`src/rtl/colour_message_tx_if.sv`:
```
// Handshake bundle between the navigation logic, the colour sensor and the
// colour report transmitter.
interface colour_message_tx_if;
  logic       trigger;
  logic [4:0] node_id;
  logic       valid;
  logic [2:0] color;
  logic       measure;
  logic       tx;
  logic       busy;
  logic       msg_done;
  logic [2:0] last_color;

  modport master (
    output trigger, node_id, valid, color,
    input  measure, tx, busy, msg_done, last_color
  );

  modport slave (
    input  trigger, node_id, valid, color,
    output measure, tx, busy, msg_done, last_color
  );
endinterface

```
`src/rtl/colour_message_tx.sv`:
```
// Requests one colour measurement, then sends "C<col>-<tens><ones>#" as six
// 8N1 UART bytes. Every output comes straight from a register.
module colour_message_tx #(
  parameter int CLKS_PER_BIT = 434
) (
  input  logic               clk,
  input  logic               reset,
  colour_message_tx_if.slave bus
);
  localparam int            BW        = (CLKS_PER_BIT > 1) ? $clog2(CLKS_PER_BIT) : 1;
  localparam logic [BW-1:0] BAUD_LAST = BW'(CLKS_PER_BIT - 1);

  typedef enum logic [2:0] {IDLE, REQ, WAITV, LOAD, START, DATA, STOP, NEXT} state_t;

  state_t        state_q, state_d;
  logic [BW-1:0] baud_q, baud_d;
  logic [2:0]    bit_q, bit_d;
  logic [2:0]    idx_q, idx_d;
  logic [2:0]    last_color_q, last_color_d;
  logic          measure_q, measure_d;
  logic          tx_q, tx_d;
  logic          busy_q, busy_d;
  logic          done_q, done_d;
  logic [7:0]    shreg_q, shreg_d;
  logic [4:0]    node_q, node_d;

  logic [1:0]    tens;
  logic [4:0]    tens_x10;
  logic [3:0]    ones;
  logic [7:0]    byte_sel;
  logic          baud_end;

  assign baud_end = (baud_q == BAUD_LAST);

  // Node number split into decimal digits by threshold compare.
  always_comb begin
    tens     = 2'd0;
    tens_x10 = 5'd0;
    if (node_q >= 5'd30) begin
      tens     = 2'd3;
      tens_x10 = 5'd30;
    end else if (node_q >= 5'd20) begin
      tens     = 2'd2;
      tens_x10 = 5'd20;
    end else if (node_q >= 5'd10) begin
      tens     = 2'd1;
      tens_x10 = 5'd10;
    end
    ones = 4'(node_q - tens_x10);
  end

  always_comb begin
    case (idx_q)
      3'd0: byte_sel = 8'h43;
      3'd1: begin
        case (last_color_q)
          3'b001:  byte_sel = 8'h52;
          3'b010:  byte_sel = 8'h47;
          3'b011:  byte_sel = 8'h42;
          default: byte_sel = 8'h4E;
        endcase
      end
      3'd2:    byte_sel = 8'h2D;
      3'd3:    byte_sel = {6'b001100, tens};
      3'd4:    byte_sel = {4'h3, ones};
      default: byte_sel = 8'h23;
    endcase
  end

  always_comb begin
    state_d      = state_q;
    baud_d       = baud_q;
    bit_d        = bit_q;
    idx_d        = idx_q;
    last_color_d = last_color_q;
    measure_d    = measure_q;
    tx_d         = tx_q;
    busy_d       = busy_q;
    done_d       = 1'b0;
    shreg_d      = shreg_q;
    node_d       = node_q;

    case (state_q)
      IDLE: begin
        if (bus.trigger) begin
          node_d    = bus.node_id;
          busy_d    = 1'b1;
          measure_d = 1'b1;
          idx_d     = 3'd0;
          state_d   = REQ;
        end
      end
      // measure stays up until the sensor has visibly dropped its old result
      REQ: begin
        if (!bus.valid) begin
          measure_d = 1'b0;
          state_d   = WAITV;
        end
      end
      WAITV: begin
        if (bus.valid) begin
          last_color_d = bus.color;
          state_d      = LOAD;
        end
      end
      LOAD: begin
        shreg_d = byte_sel;
        baud_d  = '0;
        tx_d    = 1'b0;
        state_d = START;
      end
      START: begin
        if (baud_end) begin
          baud_d  = '0;
          bit_d   = 3'd0;
          tx_d    = shreg_q[0];
          state_d = DATA;
        end else begin
          baud_d = baud_q + 1'b1;
        end
      end
      DATA: begin
        if (baud_end) begin
          baud_d  = '0;
          shreg_d = {1'b0, shreg_q[7:1]};
          if (bit_q == 3'd7) begin
            tx_d    = 1'b1;
            state_d = STOP;
          end else begin
            bit_d = bit_q + 1'b1;
            tx_d  = shreg_q[1];
          end
        end else begin
          baud_d = baud_q + 1'b1;
        end
      end
      STOP: begin
        if (baud_end) begin
          baud_d  = '0;
          state_d = NEXT;
        end else begin
          baud_d = baud_q + 1'b1;
        end
      end
      NEXT: begin
        if (idx_q < 3'd5) begin
          idx_d   = idx_q + 1'b1;
          state_d = LOAD;
        end else begin
          idx_d   = 3'd0;
          done_d  = 1'b1;
          busy_d  = 1'b0;
          state_d = IDLE;
        end
      end
      default: state_d = IDLE;
    endcase
  end

  always_ff @(posedge clk or posedge reset) begin
    if (reset) begin
      state_q      <= IDLE;
      baud_q       <= '0;
      bit_q        <= 3'd0;
      idx_q        <= 3'd0;
      last_color_q <= 3'b000;
      measure_q    <= 1'b0;
      tx_q         <= 1'b1;
      busy_q       <= 1'b0;
      done_q       <= 1'b0;
    end else begin
      state_q      <= state_d;
      baud_q       <= baud_d;
      bit_q        <= bit_d;
      idx_q        <= idx_d;
      last_color_q <= last_color_d;
      measure_q    <= measure_d;
      tx_q         <= tx_d;
      busy_q       <= busy_d;
      done_q       <= done_d;
    end
  end

  // Payload registers are always rewritten before use, so they carry no reset.
  always_ff @(posedge clk) begin
    shreg_q <= shreg_d;
    node_q  <= node_d;
  end

  assign bus.measure    = measure_q;
  assign bus.tx         = tx_q;
  assign bus.busy       = busy_q;
  assign bus.msg_done   = done_q;
  assign bus.last_color = last_color_q;
endmodule

```
`src/flat_wrapper.sv`:
```
// flat-port wrapper written by rule: the top's interface ports become plain ports
module colour_message_tx_flat 
#(
  parameter int CLKS_PER_BIT = 434
)
  (clk, reset, bus_trigger, bus_node_id, bus_valid, bus_color, bus_measure, bus_tx, bus_busy, bus_msg_done, bus_last_color);
  colour_message_tx_if bus_i ();
  input  logic clk;
  input  logic reset;
  input wire logic [$bits(bus_i.trigger)-1:0] bus_trigger;
  input wire logic [$bits(bus_i.node_id)-1:0] bus_node_id;
  input wire logic [$bits(bus_i.valid)-1:0] bus_valid;
  input wire logic [$bits(bus_i.color)-1:0] bus_color;
  output wire logic [$bits(bus_i.measure)-1:0] bus_measure;
  output wire logic [$bits(bus_i.tx)-1:0] bus_tx;
  output wire logic [$bits(bus_i.busy)-1:0] bus_busy;
  output wire logic [$bits(bus_i.msg_done)-1:0] bus_msg_done;
  output wire logic [$bits(bus_i.last_color)-1:0] bus_last_color;
  assign bus_i.trigger = bus_trigger;
  assign bus_i.node_id = bus_node_id;
  assign bus_i.valid = bus_valid;
  assign bus_i.color = bus_color;
  assign bus_measure = bus_i.measure;
  assign bus_tx = bus_i.tx;
  assign bus_busy = bus_i.busy;
  assign bus_msg_done = bus_i.msg_done;
  assign bus_last_color = bus_i.last_color;
  colour_message_tx #(.CLKS_PER_BIT(CLKS_PER_BIT)) u_core (.clk(clk), .reset(reset), .bus(bus_i));
endmodule
```
`config.mk`:
```
export PLATFORM = sky130hd
export DESIGN_NAME = colour_message_tx_flat
export DESIGN_NICKNAME = d
export VERILOG_FILES = /design/src/rtl/colour_message_tx_if.sv /design/src/rtl/colour_message_tx.sv /design/src/flat_wrapper.sv
export SDC_FILE = /design/constraint.sdc
export NUM_CORES = 1
export LEC_CHECK = 0
export ABC_AREA = 1
export CAP_MARGIN = 20
export CELL_PAD_IN_SITES_DETAIL_PLACEMENT = 0
export CELL_PAD_IN_SITES_GLOBAL_PLACEMENT = 2
export CORE_UTILIZATION = 25
export CTS_CLUSTER_DIAMETER = 40
export DETAILED_ROUTE_END_ITERATION = 12
export GPL_TIMING_DRIVEN = 1
export PLACE_DENSITY_LB_ADDON = 0.1
export SLEW_MARGIN = 30
export SYNTH_ARGS = -nofsm -noshare
export SYNTH_HDL_FRONTEND = slang
export SYNTH_SLANG_ARGS = --single-unit
export TNS_END_PERCENT = 50
```
`constraint.sdc`:
```
create_clock -name clk -period 4.2 [get_ports clk]
set_clock_uncertainty 0.15 [all_clocks]
set_input_delay 0.42 -clock clk [delete_from_list [all_inputs] [get_ports clk]]
set_output_delay 0.42 -clock clk [all_outputs]
set_load 0.02 [all_outputs]
```
== After elaboration in Yosys (flattened, before gate mapping) ==
Index checks and enable logic that the tools add are counted.
Storage, ports and cells
  memory bits (writable): 0
  latch bits: 0
  memory bits (read-only): 0
  register bits: 38
  word-level logic and storage cells: 101
  memories kept: 0
Cells by class
  shift-type cells: 0
  equal/unequal tests: 25
  reductions and logical operators: 18
  $lt $le $gt $ge: 4
  multiply operators: 0
  multiplexer cells: 39
  add/sub/neg operators: 4
  bitwise logic cells: 0
  div/mod/pow operators: 0
Operators with widths (count)
  $pmux W8 S5: 1
  $mux W3: 12
  $pmux W3 S8: 1
  $eq A3 B2 Y1 const B: 6
  $eq A3 B3 Y1 const B: 6
  $pmux W9 S2: 1
  $pmux W8 S2: 1
  $pmux W5 S3: 1
  $mux W4: 3
  $pmux W3 S2: 2
  $ge A5 B5 Y1 const B: 2
  $ne A2 B2 Y1 const B: 5
  $reduce_bool A2 Y1: 5
  $add A9 B1 Y9 const B: 1
  $eq A3 B1 Y1 const B: 3
  $eq A9 B9 Y1 const B: 1
  $mux W1: 9
  $mux W9: 1
  $reduce_and A3 Y1: 3
  $mux W8: 1
  $ne A2 B1 Y1 const B: 4
  $reduce_and A2 Y1: 4
  $reduce_and A7 Y1: 1
  $add A3 B1 Y3 const B: 2
  other kinds (10): 14

== Depth between registers and ports, before layout ==
  word-level depth: 7
  depth in mapped cells: 12
  gate-level depth less buffers: 12

== Worst setup path before layout ==
No wires, ideal clock.
  path type: reg-to-reg
  from: register u_core.node_q[2]
  to: register u_core.shreg_q[2] (data pin)
  required time: 3.792 ns
  arrival: 1.635 ns
  setup time: 0.258 ns
  stages on the path, launching flop included: 10
  clock period less this slack: 2.043 ns
  path buffers: 0
  setup slack: 2.157 ns
  path through: edfxtp_1 nor2_1 o21ai_0 nand2_1 nand2_1 ha_1 fa_1 o21ai_0 o21ai_0 nand2_1
On the way
  cells in the longest elaborated chain, start to end: 7
RTL lines
  start: declaration: line colour_message_tx.sv:25  | logic [4:0] node_q, node_d;
  start signal: assignment: line colour_message_tx.sv:187  | node_q <= node_d;
  $ge A5 B4 Y1: line colour_message_tx.sv:45  | end else if (node_q >= 5'd10) begin
  $mux W4: line colour_message_tx.sv:45
  $mux W4: line colour_message_tx.sv:42  | end else if (node_q >= 5'd20) begin
  $mux W4: line colour_message_tx.sv:39  | if (node_q >= 5'd30) begin
  $sub A4 B4 Y4 (*): line colour_message_tx.sv:49  | ones = 4'(node_q - tens_x10);
  $pmux W8 S5 (*): line colour_message_tx.sv:53  | case (idx_q)
  $pmux W8 S2 (*): line colour_message_tx.sv:83  | case (state_q)
  named net u_core.shreg_d[2]: line colour_message_tx.sv:24  | logic [7:0] shreg_q, shreg_d;
  end signal: assignment: line colour_message_tx.sv:186  | shreg_q <= shreg_d;
  end: declaration: line colour_message_tx.sv:24
Mark *: on every way through the listed nets, which the timed path passes. The rest lies on a longest branch.
A chain may end at the register's enable or synchronous reset.

== Worst setup path after layout ==
  from: register u_core.node_q[2]
  to: register u_core.shreg_q[3] (data pin)
The elaborated chain is that of the path after synthesis.

==> summary.txt <==
Run status
  • Outcome: finished, final reports clean

Timing
  • Count of endpoints failing hold in the final timing report: 0
  • Relative max-transition margin: between 50% and 60%
  • Tightest Pin Transition: 0.612 ns
  • Post-route minimum period: 2.22 ns
  • Final cycle utilization of the critical path: a little over half
  • Top achievable clock speed: ~0.45 GHz
  • Setup repair after global routing missed its margin: no
  • Number of pins with negative max-slew slack in the final report: 0
  • Final setup violating endpoints: 0
  • Total negative slack: 0 ns

Floorplanning
  • I/O Pins: 19
  • Die Y-Extent: slightly above 90 um
  • Die outline area: 8490 um^2
  • Initial standard-cell utilization of the core: 26.0%
  • # rows: 32
  • Floorplan core area: 7810 um^2
  • Die width: about 92 um

Placed design
  • Post-DP HPWL: 3.70 mm
  • Global placer's final weighted congestion: 0.701
  • DP Area: 2340 um^2
  • Port-buffer cells: 18

Yosys
  • Number of synthesized flops with an enable pin: 12
  • Number of storage elements in the synthesis netlist: 37
  • Post-synthesis instance area: about 2000 um^2
  • Post-Synthesis Mean Instance Area: slightly above 8 um^2
  • Syn_nets: 271
  • Number of standard cells after synthesis: 248
  • Seq/Total Area, Yosys: 48.6%
  • Share of synthesized registers carrying an async set or reset: 67.6%
  • Warnings from Yosys: 0
  • Distinct cell type count of the synthesized netlist: 25
  • Prevailing post-synth register cell: dfrtp_1

Critical path
  • Setup crit end kind: register
  • Critical register-to-register path endpoint: u_core.shreg_q[3]
  • Critical Path Most Common Cell: nand2_1
  • Slowest cell on crit path: edfxtp_1
  • Reg2Reg Setup Slack: between 1.5 and 2 ns
  • Data arrival at the endpoint of the critical path: 2.12 ns
  • Critical path launch point type: register
  • R2R depth: 12
  • Critical Path RT: about 4.1 ns
  • Highest net fanout along the worst path: 5
  • Stage delay of the slowest cell on the critical path: 0.44 ns
  • Type of the worst setup path: reg -> reg
  • Setup crit start: u_core.node_q[2]
  • Critical path destination: u_core.shreg_q[3]
  • Worst-path cell chain: nor2_1 -> o21ai_0 -> nand2_1 -> nand2_1 -> ha_1 -> fa_1 -> inv_1 -> nand3_1 -> nand3_1 -> nand2_1 -> nand2_1 -> nand2_1
  • Worst r2r src: u_core.node_q[2]

Global routing
  • Wire length of the first global-routing pass: approximately 8.3 mm
  • Maximum number of pins on one net before global-route repair: 26
  • Total gr overflow: 0
  • Global routing usage summed across all routing layers: 12.8%
  • Vias in the first global route: 1686
  • Initial antenna violation count: 0

CTS
  • Clock buffer count from CTS: 5
  • Number of buffers inserted by post-CTS setup repair: 0
  • TritonCTS clock tree: yes
  • Worst-Skew Late Latency: 0.29 ns
  • Sinks on Clock Net: 37
  • Clock-pin slew reported for the worst setup and hold paths after clock tree synthesis: 0.08 ns
  • Deepest clock path buffer count: 2
  • Hold buffers post-CTS: 0
  • Root buffer selected by CTS: clkbuf_8
  • Resized cells post-CTS: 0
  • Total number of H-tree levels: 2

Detailed routing
  • Routed Antenna Nets: 0
  • Via count normalized by instance count: between 4 and 5
  • First-iteration detailed-routing DRC count: 35
  • Total detailed-routing wirelength: 4.79 mm
  • DRC violation count after routing: 0
  • Post-DR wirelength/cell: 12.7 um
  • Via Count: 1641
  • Number of iterations in the first detailed-routing pass: 4

Pwr
  • Internal portion of total power: 0.000955 W
  • P_leak: 1.13 nW
  • Net switching power of the design: 0.000624 W
  • Switching share of total power: 39.5%
  • Power density over the cells: around 640 nW/um^2
  • Max rail drop VDD: 277 uV
  • Reg power frac: 36.7%
  • Combinational power share: 39.7%
  • Clk pwr share: 23.6%

Finish
  • Fraction of final layout cells with drive strength greater than 1: about 8.4%
  • Syn-to-layout area delta: 21.7%
  • Most common library cell in the layout ignoring fill and taps: nand2_1
  • Commonest cells after routing, fill and taps aside: 59 x nand2_1, 38 x inv_1, 24 x nor2_1, 24 x dfrtp_1
  • Ant diodes: 0
  • Post-layout net count: about 300
  • Count of fill cells added during filler insertion: 857
  • Total non-filler cell area in the finished layout: 2470 um^2

Run
  • Number of maximum-capacitance constraint violations: 0

Hold path
  • Path type of the worst min-delay path: reg -> reg
-- metrics by stage --
step	hold slack, ns	util [%]	worst slack (ns)	std cells	total power (W)
2_1_floorplan	0.297	-	2.16	248	0.00102
3_3_place_gp	0.328	30.0	1.93	368	0.00124
3_5_place_dp	0.328	30.0	1.88	368	0.00123
4_1_cts	0.343	31.7	1.88	376	0.00162
5_1_grt	0.378	31.7	1.78	376	0.00173
6_report	0.340	31.7	1.98	376	0.00158
-- synth_stat cells, types with 2 or more instances --
library cell  count  area [um^2]
o21ai_1           5         25.0
a21oi_1           9         45.0
dfrtp_1          24          601
nor2_1           24         90.1
nand2_2           3         18.8
o22ai_1           5         31.3
ha_1             10          125
nor3_1            2         10.0
nand3_1          14         70.1
xor2_1            3         26.3
o21ai_0          19         95.1
inv_1            39          146
inv_2             3         11.3
nand2_1          59          221
nor2_2            4         25.0
nand4_1           5         31.3
edfxtp_1         12          360
-- power groups by stage --
stage                     registers, W  clock network [W]  logic [W]
final                         0.000580           0.000373   0.000626
after global routing          0.000596           0.000400   0.000730
after CTS                     0.000580           0.000391   0.000647
after detailed placement      0.000588                  0   0.000642
after global placement        0.000590                  0   0.000647
after floorplan               0.000596                  0   0.000424
-- kinds of logic after synthesis --
logic type | synth area share [%]
compound gates | 10.8
xor+xnor | 1.72
fa+ha+maj | 7.14
buf+inv | 7.76
flops | 48.6
simple gates | 24.0
-- sequential cells by signal (all words and copies together) (netlist names) --
name	cells
u_core.state_q	3
u_core.bus.tx	1
u_core.bit_q	3
u_core.bus.busy	1
u_core.node_q	5
u_core.shreg_q	7
u_core.bus.msg_done	1
u_core.baud_q	9
u_core.bus.measure	1
u_core.idx_q	3
u_core.bus.last_color	3
-- worst max-delay path: cells and delay by family, from the launching register on --
family                   cells  cell delay, ns
flip-flops                   1            0.44
buffers and inverters        1            0.07
AND/OR/NAND/NOR              8            0.59
AO/OA/AOI/OAI                1            0.08
adder cells (fa/ha/maj)      2            0.64
-- cell type report --
type	instances	area (um^2)	share of cell area, %
inverter	42	158	6.37
clock inverter	3	65.1	2.63
sequential	37	987	39.9
multi-input combinational	169	887	35.9
clock buffer	5	68.8	2.78
tap	102	128	5.16
timing repair buffer	18	180	7.28
-- worst min-delay path by stage --
stage               startpoint               end  slack (ns)  cells after the start
4_1_cts          u_core.bus.tx     u_core.bus.tx        0.34                      2
5_1_grt        u_core.bit_q[2]   u_core.bit_q[2]        0.38                      2
3_3_place_gp   u_core.bit_q[0]   u_core.bit_q[0]        0.33                      1
2_1_floorplan            reset  u_core.baud_q[0]        0.30                      1
3_5_place_dp   u_core.bit_q[0]   u_core.bit_q[0]        0.33                      1
6_report       u_core.bit_q[0]   u_core.bit_q[0]        0.34                      1
-- metal layers --
metal,vias to the layer above,part of all wire (%),routed length [um],global-route usage (%)
met2,11,48,2290,21.3
met1,773,48,2300,16.1
met3,6,2.5,120,2.99
li1,851,-,-,-
met5,-,0,0,0
met4,0,1.8,84,5.08
Note: power is estimated with default switching activity, not from simulation.
